File: src/rtl/commit_trace_fifo.sv
// Commit trace FIFO: captures one retirement record per cycle from the WB
// stage. Records are held in a circular buffer and presented to a
// valid/ready consumer. Full-FIFO drops, a wrapping 16-bit sequence number
// and a sticky halt/done indication let the consumer reconstruct the
// retirement stream.
module commit_trace_fifo #(
    parameter int DEPTH = 8
) (
    input  logic        clk,
    input  logic        rst,
    input  logic        wb_valid,
    input  logic [31:0] wb_pc,
    input  logic [31:0] wb_instr,
    input  logic        wb_rd_we,
    input  logic [4:0]  wb_rd,
    input  logic [31:0] wb_rd_data,
    input  logic        wb_mem_we,
    input  logic [31:0] wb_mem_addr,
    input  logic [31:0] wb_mem_data,
    input  logic        halt_in,
    output logic        trace_valid,
    input  logic        trace_ready,
    output logic [15:0] trace_seq,
    output logic [31:0] trace_pc,
    output logic [31:0] trace_instr,
    output logic        trace_rd_we,
    output logic [4:0]  trace_rd,
    output logic [31:0] trace_rd_data,
    output logic        trace_mem_we,
    output logic [31:0] trace_mem_addr,
    output logic [31:0] trace_mem_data,
    output logic        overflow,
    output logic [7:0]  drop_count,
    output logic        trace_done
);

    localparam int AW = $clog2(DEPTH);
    localparam logic [AW:0] FULL_CNT = (AW+1)'(DEPTH);

    typedef struct packed {
        logic [15:0] seq;
        logic [31:0] pc;
        logic [31:0] instr;
        logic        rd_we;
        logic [4:0]  rd;
        logic [31:0] rd_data;
        logic        mem_we;
        logic [31:0] mem_addr;
        logic [31:0] mem_data;
    } rec_t;

    rec_t          mem_q [DEPTH];
    logic [AW-1:0] wr_ptr_q, wr_ptr_d;
    logic [AW-1:0] rd_ptr_q, rd_ptr_d;
    logic [AW:0]   count_q, count_d;
    logic [15:0]   seq_q, seq_d;
    logic          halted_q, halted_d;
    logic          overflow_q, overflow_d;
    logic [7:0]    drop_q, drop_d;

    logic   push_req, push, pop, full, empty;
    rec_t   new_rec;

    assign full  = (count_q == FULL_CNT);
    assign empty = (count_q == '0);

    // Build the record to store; writes to x0 are never reported.
    always_comb begin
        new_rec          = '0;
        new_rec.seq      = seq_q;
        new_rec.pc       = wb_pc;
        new_rec.instr    = wb_instr;
        new_rec.rd_we    = wb_rd_we && (wb_rd != 5'd0);
        new_rec.rd       = wb_rd;
        new_rec.rd_data  = wb_rd_data;
        new_rec.mem_we   = wb_mem_we;
        new_rec.mem_addr = wb_mem_addr;
        new_rec.mem_data = wb_mem_data;
    end

    // Push/pop arbitration and next-state computation.
    // NOTE: every signal assigned here gets a default first, so no latch can be inferred.
    always_comb begin
        push_req   = wb_valid && !halted_q;
        pop        = !empty && trace_ready;
        // A full FIFO still accepts a push when the head is popped this cycle.
        push       = push_req && (!full || pop);
        wr_ptr_d   = wr_ptr_q;
        rd_ptr_d   = rd_ptr_q;
        count_d    = count_q;
        seq_d      = seq_q;
        halted_d   = halted_q || halt_in;
        overflow_d = overflow_q;
        drop_d     = drop_q;

        if (push) wr_ptr_d = wr_ptr_q + AW'(1);
        if (pop)  rd_ptr_d = rd_ptr_q + AW'(1);
        if (push && !pop)      count_d = count_q + (AW+1)'(1);
        else if (pop && !push) count_d = count_q - (AW+1)'(1);

        // seq counts every retirement seen before halt, dropped or not.
        if (push_req) seq_d = seq_q + 16'd1;

        if (push_req && !push) begin
            overflow_d = 1'b1;
            if (drop_q != 8'hFF) drop_d = drop_q + 8'd1;
        end
    end

    // Control state registers, cleared asynchronously.
    // NOTE: sequential state uses non-blocking assignments so all registers update from the same pre-edge values.
    always_ff @(posedge clk or posedge rst) begin
        if (rst) begin
            wr_ptr_q   <= '0;
            rd_ptr_q   <= '0;
            count_q    <= '0;
            seq_q      <= '0;
            halted_q   <= 1'b0;
            overflow_q <= 1'b0;
            drop_q     <= '0;
        end else begin
            wr_ptr_q   <= wr_ptr_d;
            rd_ptr_q   <= rd_ptr_d;
            count_q    <= count_d;
            seq_q      <= seq_d;
            halted_q   <= halted_d;
            overflow_q <= overflow_d;
            drop_q     <= drop_d;
        end
    end

    // Record storage write port.
    // NOTE: the storage array has no reset; stale entries are never visible because trace_valid follows the count.
    always_ff @(posedge clk) begin
        if (push) mem_q[wr_ptr_q] <= new_rec;
    end

    // Head record and status outputs, all derived from registered state.
    rec_t head;
    assign head           = mem_q[rd_ptr_q];
    assign trace_valid    = !empty;
    assign trace_seq      = head.seq;
    assign trace_pc       = head.pc;
    assign trace_instr    = head.instr;
    assign trace_rd_we    = head.rd_we;
    assign trace_rd       = head.rd;
    assign trace_rd_data  = head.rd_data;
    assign trace_mem_we   = head.mem_we;
    assign trace_mem_addr = head.mem_addr;
    assign trace_mem_data = head.mem_data;
    assign overflow       = overflow_q;
    assign drop_count     = drop_q;
    assign trace_done     = halted_q && empty;

endmodule
File: config.mk
export PLATFORM = sky130hd
export DESIGN_NAME = commit_trace_fifo
export DESIGN_NICKNAME = d
export VERILOG_FILES = /design/src/rtl/commit_trace_fifo.sv
export SDC_FILE = /design/constraint.sdc
export NUM_CORES = 1
export LEC_CHECK = 0
export BUFFER_PORTS_ARGS = -buffer_cell sky130_fd_sc_hd__buf_2
export CAP_MARGIN = 20
export CORE_MARGIN = 4
export CORE_UTILIZATION = 51
export CTS_BUF_LIST = sky130_fd_sc_hd__clkbuf_8
export DETAILED_ROUTE_END_ITERATION = 6
export GPL_TIMING_DRIVEN = 0
export PLACE_DENSITY = 0.8
export SLEW_MARGIN = 20
export SYNTH_ARGS = -nofsm -noshare
export SYNTH_HDL_FRONTEND = slang
export SYNTH_SLANG_ARGS = --single-unit
File: constraint.sdc
create_clock -name clk -period 18.7 [get_ports clk]
set_clock_uncertainty 0.1 [all_clocks]
set_input_delay 2.805 -clock clk [delete_from_list [all_inputs] [get_ports clk]]
set_output_delay 2.805 -clock clk [all_outputs]
set_load 0.01 [all_outputs]
==> results.ini <==
[timing]
finalSetupViolCount=0
rsz0062_at_grt=no
slew_viol_final=0
worst_pin_slew_ns=0.943
period_minus_slack_ns=6.58
relSlewSlack_pct=37.1
hold_viol=0
period_share_pct=35.2
fmax_ghz=0.152

[critical_path]
cp_slowest_cell=buf_1
startpoint_type=register
cp.buffers_inverters=4
worst-path-max-fanout=10
crit_type=reg -> out
path_cells=buf_2 -> buf_2 -> buf_1 -> mux4_2 -> mux2_2 -> buf_2
arrival_ns=3.67
crit_family=buffers and inverters
cp_common_cell=buf_2
required_ns=15.79
slowest_delay_ns=0.66
end_kind=primary output

[yosys]
synth_nets=2454
synthDistinctLibCells=37
netlist_area_sq_um=56700
ys_ff_latch=1500
synth_top_area_share_pct=77.6
ys_async_sr_fraction_pct=2.40
ys.flop_type=edfxtp_1
synth_edf_count=1464
yosysTopAreaCell=edfxtp_1
synth-warning-count=0
synth_seq_area_share_pct=79.1
syn-mean-instance-area_sq_um=24.9
ys_top_cells_by_area=edfxtp_1 78%, mux4_2 15%, mux2_2 3.7%
synth_cells=2274

[route]
drcViolationCount=0
num_vias=26746
final_antenna_net_count=0
drt-wirelength-per-cell_um=27.0
drt_iter0_drc=2536
dr.pass1.iters=5
wl_um=127000
via_per_inst=5.69

[worst_hold_path]
hp-class=reg -> reg

[die]
num_rows=122
die_x_um=341
design.die.area_sq_um=117000
start_util_pct=51.3
coreArea_sq_um=111000
ios=366
die_y_um=341

[global_route]
grt-ovfl-total=0
grt_use_total_pct=21.9
antenna_found_initial=28
grt_max_degree=37
grt_first_pass_wirelength_um=186000
grt_pass1_vias=28248

[clock_network]
cts_max_level=4
post_cts_buffers=0
postCtsHoldBufs=0
clk_pin_slew_worst_paths_ns=0.06
cts_tree=yes
post_cts_resized=0
cts_root_buffer=clkbuf_8
cts.path.max_buffers=3
numCtsBuffers=226
cts.sinks=1500
clk_latency_ns=0.89

[finish]
mostFrequentLayoutCell=edfxtp_1
stdcell_count=4701
areaGrowthSynthToFinish_pct=18.1
fillers=7406
final_cell_mix=1464 x edfxtp_1, 375 x buf_2, 366 x mux4_2
utilization_pct=60.6
drive_above_1_share_pct=43.5
layout.nets=3175

[power]
ir_worst_vdd_mv=0.0855
leakagePower_nw=22.3
p_per_area_nw_per_um2=133
design_power_total_mw=8.87

[job]
cap_violations=0

[placement]
routabilityCongestion=0.786
place_inst=4255
post-dp-hpwl_um=83900
port_buffers=365

[run_status]
status=finished clean

synth_stat cells, types with 2 or more instances:
| library cell | n |
|---|---|
| nand4_1 | 6 |
| clkbuf_1 | 30 |
| nand3_1 | 6 |
| nand2b_1 | 5 |
| buf_1 | 27 |
| buf_2 | 10 |
| xnor2_1 | 13 |
| nor2b_1 | 2 |
| and3_1 | 2 |
| nor3b_1 | 2 |
| mux4_2 | 366 |
| dfrtp_1 | 36 |
| nand2_1 | 14 |
| mux2_2 | 188 |
| buf_6 | 37 |
| xor2_1 | 15 |
| nor2_1 | 13 |
| edfxtp_1 | 1464 |
| nor3_1 | 6 |
| nor4_1 | 6 |
| inv_1 | 4 |
| ha_1 | 7 |
metrics by stage:
stage	hold slack [ns]	TNS [ns]	setup slack (ns)	cell area [sq um]
3_5_place_dp	0.356	0	12.04	62500
2_1_floorplan	0.377	0	1.68	56700
6_report	0.372	0	12.12	66900
4_1_cts	0.378	0	11.93	66900
3_3_place_gp	0.356	-6496.55	-11.96	60400
5_1_grt	0.389	0	11.96	66900
logic make-up (layout without fill, tap and decap cells):
| kind of cell | count (synthesis) | in the layout | synth area share, % |
|---|---|---|---|
| DFF | 1500 | 1500 | 79.1 |
| muxes | 554 | 554 | 18.3 |
| buffers and inverters | 108 | 1021 | 1.23 |
| and+or+nand+nor | 67 | 67 | 0.614 |
| xor gates and xnor gates | 28 | 28 | 0.433 |
| AOI/OAI and AO/OA | 9 | 9 | 0.115 |
| adders and majority gates | 8 | 8 | 0.190 |
| other | 0 | 26 | 0 |
path summary, 6_finish.rpt:
| path | from | to | slack (ns) | cells after the start |
|---|---|---|---|---|
| setup / recovery | rd_ptr_q[1] | trace_instr[12] | 12.12 | 6 |
| hold / removal | overflow | overflow | 0.37 | 1 |
| setup reg to reg | halted_q | mem_q[0][62] | 14.45 | 13 |
| hold reg to reg | overflow | overflow | 0.37 | 1 |
| max in group asynchronous | rst | seq_q[14] | 15.99 | 2 |
| min in group asynchronous | rst | seq_q[1] | 1.98 | 2 |
power by group:
| part | switching [mW] | internal (mW) | leakage [nW] | total (mW) |
|---|---|---|---|---|
| sequential | 0.0138 | 3.69 | 13.6 | 3.71 |
| combinational | 1.34 | 1.28 | 6.17 | 2.62 |
| clock | 1.23 | 1.32 | 2.51 | 2.54 |
| total | 2.58 | 6.29 | 22.3 | 8.87 |
layout make-up:
type / count / area [sq um] / share of cell area [%]
diodes: 26 / 65.1 / 0.0972
multi-input cells: 666 / 11200 / 16.7
repair buffers: 493 / 3890 / 5.81
clock buffers: 233 / 3210 / 4.79
inverters: 4 / 15.0 / 0.0224
plain buffers: 104 / 683 / 1.02
clock inverters: 187 / 1160 / 1.73
flip-flops and latches: 1500 / 44900 / 67.0
well taps: 1488 / 1860 / 2.78
routing by layer:
| metal | up-vias | global-route usage (%) | part of all wire (%) |
|---|---|---|---|
| li1 | 11298 | - | - |
| met1 | 14076 | 28.7 | 38 |
| met2 | 1144 | 35.7 | 50 |
| met3 | 208 | 6.97 | 9.9 |
| met4 | 20 | 6.35 | 2.1 |
| met5 | - | 0 | 0.12 |
flip-flops by register name (all words and copies together) (netlist names):
name,cells
rd_ptr_q,3
count_q,4
mem_q,1464
seq_q,16
overflow,1
halted_q,1
wr_ptr_q,3
drop_count,8
Note: power is estimated with default switching activity, not from simulation.
